$ cat src/rtl/neuromorphic_x1_pkg.sv
// Shared types and constants for the Neuromorphic X1 Wishbone sequencer.
package neuromorphic_x1_pkg;

  typedef enum logic [1:0] {
    IDLE = 2'd0,
    BUS  = 2'd1,
    RESP = 2'd2
  } seq_state_e;

  localparam logic [3:0]  X1_SEL_FULL               = 4'hF;
  localparam logic [31:0] X1_DEFAULT_BASE_ADDR      = 32'h3000_0000;
  localparam int          X1_DEFAULT_TIMEOUT_CYCLES = 255;

  typedef struct packed {
    logic        we;
    logic        err;
    logic [31:0] dat;
  } x1_rsp_t;

  // Word offset to byte address; wraps modulo 2^32.
  function automatic logic [31:0] x1_byte_addr(input logic [31:0] base,
                                               input logic [15:0] word_adr);
    return base + {14'd0, word_adr, 2'b00};
  endfunction

endpackage

$ cat src/rtl/nx1_timeout_ctr.sv
// Clear/enable cycle counter; expire pulses during the LIMIT-th enabled cycle.
module nx1_timeout_ctr #(
  parameter int LIMIT = 255,
  localparam int CNT_W = $clog2(LIMIT + 1)
) (
  input  logic clk,
  input  logic srst,
  input  logic clr,
  input  logic en,
  output logic expire
);

  localparam logic [CNT_W-1:0] LAST = CNT_W'(LIMIT - 1);

  logic [CNT_W-1:0] count_reg;

  always_ff @(posedge clk) begin
    if (srst || clr) begin
      count_reg <= '0;
    end else if (en && !expire) begin
      count_reg <= count_reg + CNT_W'(1);
    end
  end

  assign expire = en && (count_reg == LAST);

endmodule

$ cat src/rtl/neuromorphic_x1_wb_sequencer.sv
// Command/response stream to classic Wishbone master bridge for the X1 slave,
// one bus cycle per command with a bounded wait for ack.
module neuromorphic_x1_wb_sequencer
  import neuromorphic_x1_pkg::*;
#(
  parameter logic [31:0] BASE_ADDR      = X1_DEFAULT_BASE_ADDR,
  parameter int          TIMEOUT_CYCLES = X1_DEFAULT_TIMEOUT_CYCLES
) (
  input  logic        wb_clk_i,
  input  logic        wb_rst_i,
  input  logic        cmd_valid_i,
  output logic        cmd_ready_o,
  input  logic        cmd_we_i,
  input  logic [15:0] cmd_adr_i,
  input  logic [31:0] cmd_dat_i,
  output logic        rsp_valid_o,
  input  logic        rsp_ready_i,
  output logic        rsp_we_o,
  output logic [31:0] rsp_dat_o,
  output logic        rsp_err_o,
  output logic        wbm_cyc_o,
  output logic        wbm_stb_o,
  output logic        wbm_we_o,
  output logic [3:0]  wbm_sel_o,
  output logic [31:0] wbm_adr_o,
  output logic [31:0] wbm_dat_o,
  input  logic [31:0] wbm_dat_i,
  input  logic        wbm_ack_i,
  output logic        busy_o,
  output logic [7:0]  timeout_cnt_o
);

  seq_state_e  state_reg, state_next;
  logic        accept;
  logic        tmo_expire;
  logic        we_reg;
  logic [31:0] adr_reg;
  logic [31:0] dat_reg;
  x1_rsp_t     rsp_reg;
  logic [7:0]  timeout_cnt_reg;

  nx1_timeout_ctr #(
    .LIMIT (TIMEOUT_CYCLES)
  ) u_timeout_ctr (
    .clk    (wb_clk_i),
    .srst   (wb_rst_i),
    .clr    (accept),
    .en     (state_reg == BUS),
    .expire (tmo_expire)
  );

  always_ff @(posedge wb_clk_i) begin
    if (wb_rst_i) begin
      state_reg <= IDLE;
    end else begin
      state_reg <= state_next;
    end
  end

  always_comb begin
    state_next  = state_reg;
    accept      = 1'b0;
    cmd_ready_o = 1'b0;
    rsp_valid_o = 1'b0;
    wbm_cyc_o   = 1'b0;
    busy_o      = 1'b1;
    case (state_reg)
      IDLE: begin
        cmd_ready_o = 1'b1;
        busy_o      = 1'b0;
        if (cmd_valid_i) begin
          accept     = 1'b1;
          state_next = BUS;
        end
      end
      BUS: begin
        wbm_cyc_o = 1'b1;
        // An ack arriving in the expiry cycle still completes normally.
        if (wbm_ack_i || tmo_expire) begin
          state_next = RESP;
        end
      end
      RESP: begin
        rsp_valid_o = 1'b1;
        if (rsp_ready_i) begin
          state_next = IDLE;
        end
      end
      default: begin
        state_next = IDLE;
      end
    endcase
  end

  always_ff @(posedge wb_clk_i) begin
    if (wb_rst_i) begin
      we_reg          <= 1'b0;
      adr_reg         <= '0;
      dat_reg         <= '0;
      rsp_reg         <= '0;
      timeout_cnt_reg <= '0;
    end else begin
      if (accept) begin
        we_reg  <= cmd_we_i;
        adr_reg <= x1_byte_addr(BASE_ADDR, cmd_adr_i);
        dat_reg <= cmd_dat_i;
      end
      if (state_reg == BUS) begin
        if (wbm_ack_i) begin
          rsp_reg <= '{we: we_reg, err: 1'b0, dat: (we_reg ? 32'd0 : wbm_dat_i)};
        end else if (tmo_expire) begin
          rsp_reg <= '{we: we_reg, err: 1'b1, dat: 32'd0};
          if (timeout_cnt_reg != 8'hFF) begin
            timeout_cnt_reg <= timeout_cnt_reg + 8'd1;
          end
        end
      end
    end
  end

  assign wbm_stb_o     = wbm_cyc_o;
  assign wbm_we_o      = wbm_cyc_o & we_reg;
  assign wbm_sel_o     = X1_SEL_FULL;
  assign wbm_adr_o     = adr_reg;
  assign wbm_dat_o     = dat_reg;
  assign rsp_we_o      = rsp_reg.we;
  assign rsp_err_o     = rsp_reg.err;
  assign rsp_dat_o     = rsp_reg.dat;
  assign timeout_cnt_o = timeout_cnt_reg;

endmodule

$ cat config.mk
export PLATFORM = sky130hd
export DESIGN_NAME = neuromorphic_x1_wb_sequencer
export DESIGN_NICKNAME = d
export VERILOG_FILES = /design/src/rtl/neuromorphic_x1_pkg.sv /design/src/rtl/nx1_timeout_ctr.sv /design/src/rtl/neuromorphic_x1_wb_sequencer.sv
export SDC_FILE = /design/constraint.sdc
export NUM_CORES = 1
export LEC_CHECK = 0
export ABC_AREA = 1
export CAP_MARGIN = 20
export CORE_MARGIN = 4
export CORE_UTILIZATION = 44
export DETAILED_ROUTE_END_ITERATION = 12
export GPL_ROUTABILITY_DRIVEN = 0
export GPL_TIMING_DRIVEN = 0
export PLACE_DENSITY_LB_ADDON = 0.3
export SLEW_MARGIN = 20
export SYNTH_ARGS = -nofsm -noshare
export SYNTH_HDL_FRONTEND = slang
export SYNTH_SLANG_ARGS = --single-unit
$ cat constraint.sdc
create_clock -name wb_clk_i -period 3.27 [get_ports wb_clk_i]
set_clock_uncertainty 0.05 [all_clocks]
set_input_delay 0.654 -clock wb_clk_i [delete_from_list [all_inputs] [get_ports wb_clk_i]]
set_output_delay 0.654 -clock wb_clk_i [all_outputs]
set_load 0.02 [all_outputs]
Word-level counts from Yosys, hierarchy flattened
Cells that the tools add are included.
W data, S select, Z words.
- add/sub/neg operators: 3
- reductions and logical operators: 10
- multiplexer cells: 13
- bitwise gates (word level): 2
- equal/unequal tests: 7
- operators by type and width (kind ; number):
    $mux W34 ; 2
    $mux W32 ; 1
    $add A30 B18 Y31 const A ; 1
    $add A8 B1 Y8 const B ; 2
    $eq A8 B8 Y1 const B ; 1
    $ne A8 B8 Y1 const B ; 1
    $mux W1 ; 6
    $mux W2 ; 3
    $ne A2 B2 Y1 const B ; 3
    $pmux W2 S3 ; 1
    $reduce_and A4 Y1 ; 1
    $reduce_and A3 Y1 ; 1
    $eq A2 B1 Y1 const B ; 1
    $eq A2 B2 Y1 const B ; 1
    $logic_and A1 B1 Y1 ; 2
    $logic_not A2 Y1 ; 1
    $logic_or A1 B1 Y1 ; 2
    $reduce_and A2 Y1 ; 1
    $reduce_bool A2 Y1 ; 1
    $and A1 B1 Y1 ; 1
    $logic_not A1 Y1 ; 1
    $not A1 Y1 ; 1
- register bits: 117
- output and inout bits: 116
- logic and storage cells: 44
- bits of input ports: 86

Logic depth before layout (Yosys ltp)
- word-level depth: 5
- gate-level depth with buffers: 11
- mapped depth without buffers: 9

Hierarchy
From an unflattened synthesis, not the netlist that was laid out.
- cells, all modules: 547
- area, all modules: 4106.4 um^2
- modules (own cells, without submodules) (module ; area each (um^2) ; times used ; cells an instance ; seq. area each (um^2)):
    neuromorphic_x1_wb_sequencer ; 3624.7 ; 1 ; 477 ; 1881.8
    nx1_timeout_ctr ; 481.7 ; 1 ; 70 ; 160.2

Least setup slack after synthesis
OpenSTA, ideal clock, no wires.
- kind: input to register
- from: in wb_rst_i
- to: reg rsp_reg, in the netlist rsp_dat_o[10]
- setup slack: 1669 ps
- stages on the path: 6
- buffers on the path: 3
- data arrival time: 1487 ps
- required time: 3156 ps
- cells stage by stage: buf_2 > inv_1 > buf_2 > buf_1 > nand2_1 > nor2_1
- RTL lines (item ; line ; text):
    from (decl) ; neuromorphic_x1_wb_sequencer.sv:10 ; input logic wb_rst_i,
    to (signal assigned) ; neuromorphic_x1_wb_sequencer.sv:110 ; rsp_reg <= '{we: we_reg, err: 1'b0, dat: (we_reg ? 32'd0 : wbm_dat_i)};
    to (signal assigned) ; neuromorphic_x1_wb_sequencer.sv:112 ; rsp_reg <= '{we: we_reg, err: 1'b1, dat: 32'd0};
    to (decl) ; neuromorphic_x1_wb_sequencer.sv:39 ; x1_rsp_t rsp_reg;

Worst setup path after layout
- from: reg state_reg[1]
- to: out wbm_stb_o
- word-level cells in the longest chain between the ends: 2
- ends and longest elaborated chain (item ; line ; text):
    from (decl) ; neuromorphic_x1_wb_sequencer.sv:33 ; seq_state_e state_reg, state_next;
    from (signal assigned) ; neuromorphic_x1_wb_sequencer.sv:56 ; state_reg <= state_next;
    $eq A2 B1 Y1 ; neuromorphic_x1_wb_sequencer.sv:67 ; case (state_reg)
    $mux W1 ; neuromorphic_x1_wb_sequencer.sv:67 ;
    to (decl) ; neuromorphic_x1_wb_sequencer.sv:22 ; output logic wbm_stb_o,
No other way between the ends.

==> results.md <==
- Outcome: complete, no violations
- Maximum number of pins on one net before global-route repair: 17
- Req. time, crit path: roughly 2600 ps
- Top-Level Pins: 202
- CP Max Fanout: 4
- Shortest period the worst path allows: 2420 ps
- Initial core utilization: 0.459
- Startpoint types: register
- Area of the multi-input gates: 0.00191 mm2
- Synth Cell Area: between 0.004 and 0.005 mm2
- Iter 0 DRT Violations: 210
- Vias in the first global route: 4316
- Fmax: 0.412 GHz
- Total power draw: about 2.7 mW
- Die ar.: 0.0115 mm2
- Top cells by count, synth: nor2_1 (181), nand2_1 (155), dfxtp_1 (102), o21ai_0 (54), inv_1 (26)
- Largest cells by area after synthesis: dfxtp_1 (47%), nor2_1 (16%), nand2_1 (13%)
- Num rows: 35
- RSZ-0062 raised after global routing: false
- Post-synth top area cell: dfxtp_1
- Clk pin slew, worst setup/hold paths: 90 ps
- Vias per cell: 4.65
- Sequential Area: 0.00204 mm2
- Seq cells post-synth: slightly above 100
- Power per cell area: 420 mW/mm2
- Nets: around 920
- Leak: 2.77 nW
- Total CTS buffers: 9
- Setup TNS: 0 ps
- Longest Clk Path Bufs: 2
- Initial antenna violation count: 0
- CP Capture Type: primary output
- First-pass GRT wire length: 20.0 mm
- CTS tree: done
- Max-slew violations: 0
- Worst Path Arrival: 1720 ps
- First-pass DRT Iterations: 4
- Top-count cell post-synth: nor2_1
- Setup CP Type: register to primary output
- Worst min path class: register to register
- Synth top area share: 0.473
- # DRC: 0
- Setup Buffers After CTS: 0
- Ys flop type: dfxtp_1
- Final Hold Viols: 0
- WHS: 439 ps
- Post-DP HPWL: 9.92 mm
- Clk sink count: 102
- ANT cells: 0
- DR vias: roughly 4500
- Max-cap violations: 0
- PostCTS Resize Cnt: 0
- H-tree levels: 3
- Chip Height: approximately 110 um
- Proportion of layout cells with a drive suffix above 1: 0.0683
- Post-DRT Antenna Nets: 0
- Worst-Skew Late Latency: 350 ps
- Wire per inst: 13.0 um
- Post-synth EDFFs: 0
- Die width: 107 um
- Post-cts hold buffer count: 0
- GRT Util Overall: 0.216
- Maximum VDD drop: between 0.0002 and 0.0003 V
- Synth warnings: 0
- Routed Wire Length: 12.5 mm
- Setup violators final: 0
- Core Region: 0.00942 mm2
- Asr flop ratio synth: 0
- Area growth from synthesis to final layout: 51.1%
- Part of the cycle the worst path needs: 0.741
- Synthesized instance count: 621
- Sequential area share after synthesis: 0.473
- CTS Root Cell: clkbuf_8
- Port Buffers: 182
- Synthesized area per cell: 6.96 um2
- Netlist cell types: 25
- Fillers: 780
- Grt total ovfl: 0
[kinds of logic (layout without fill, tap and decap cells)]
group / Yosys count / in the layout / share of synthesized area
flip-flops: 102 / 102 / 0.473
adder cells (fa/ha/maj): 3 / 3 / 0.00869
AND/OR/NAND/NOR: 360 / 360 / 0.326
AO/OA/AOI/OAI: 73 / 73 / 0.0860
buffers and inverters: 78 / 275 / 0.0985
other: 2 / 18 / 0.00174
XOR/XNOR: 3 / 3 / 0.00608
[report_power, final]
part,internal (mW),switching [mW]
Clock,0.275,0.421
Sequential,1.33,0.0427
Combinational,0.328,0.352
[layer usage]
metal | wire length, um | global-route usage | vias up
li1 | - | - | 2294
met1 | 4930 | 0.241 | 1999
met2 | 6170 | 0.386 | 167
met3 | 1180 | 0.0638 | 20
met4 | 240 | 0.0804 | 0
met5 | 0 | 0 | -
[critical path, stage by stage, from the launching register on]
cell,delay (ps)
dfxtp_1,320
inv_1,70
nand2_1,110
inv_1,160
buf_4,130
clkdlybuf4s50_1,590
[cell type report]
cell class,instances,share of cell area
plain buffers,50,0.0491
clock buffers,10,0.0196
clock inverters,5,0.00556
inverters,28,0.0161
multi-input cells,457,0.293
flip-flops and latches,102,0.313
well taps,129,0.0247
repair buffers,182,0.279
[worst paths after layout]
| check | from | to | slack (ps) | depth (start not counted) |
|---|---|---|---|---|
| min | rsp_dat_o[30] | rsp_dat_o[30] | 440 | 2 |
| max reg2reg | u_timeout_ctr.count_reg[0] | rsp_dat_o[6] | 1480 | 11 |
| min reg2reg | rsp_dat_o[30] | rsp_dat_o[30] | 440 | 2 |
| max | state_reg[1] | wbm_stb_o | 850 | 5 |
[per-stage QoR]
stage                util  setup WS (ps)  instances  instance area (um2)
floorplan               -           1670        637                 4380
global placement    0.676            850        948                 6360
detailed placement  0.676            800        948                 6360
CTS                 0.693            831        963                 6530
global route        0.693            790        963                 6530
finish              0.693            846        963                 6530
[placed cells by master (no fill, tap or decap), types with 2 or more instances in the layout]
cell type and instances:
nand2_2 3, clkdlybuf4s50_1 182, nand3_1 11, buf_6 6, inv_1 26, clkbuf_8 9
clkinvlp_4 3, inv_2 2, ha_1 3, clkbuf_1 15, xor2_1 3, nand4_1 3
a21oi_1 17, buf_1 2, conb_1 18, nand2_1 155, buf_4 21, buf_2 7
nor2_1 181, nand3b_1 3, dfxtp_1 102, o21ai_0 54
No activity file was read; power rests on OpenSTA's default activity.
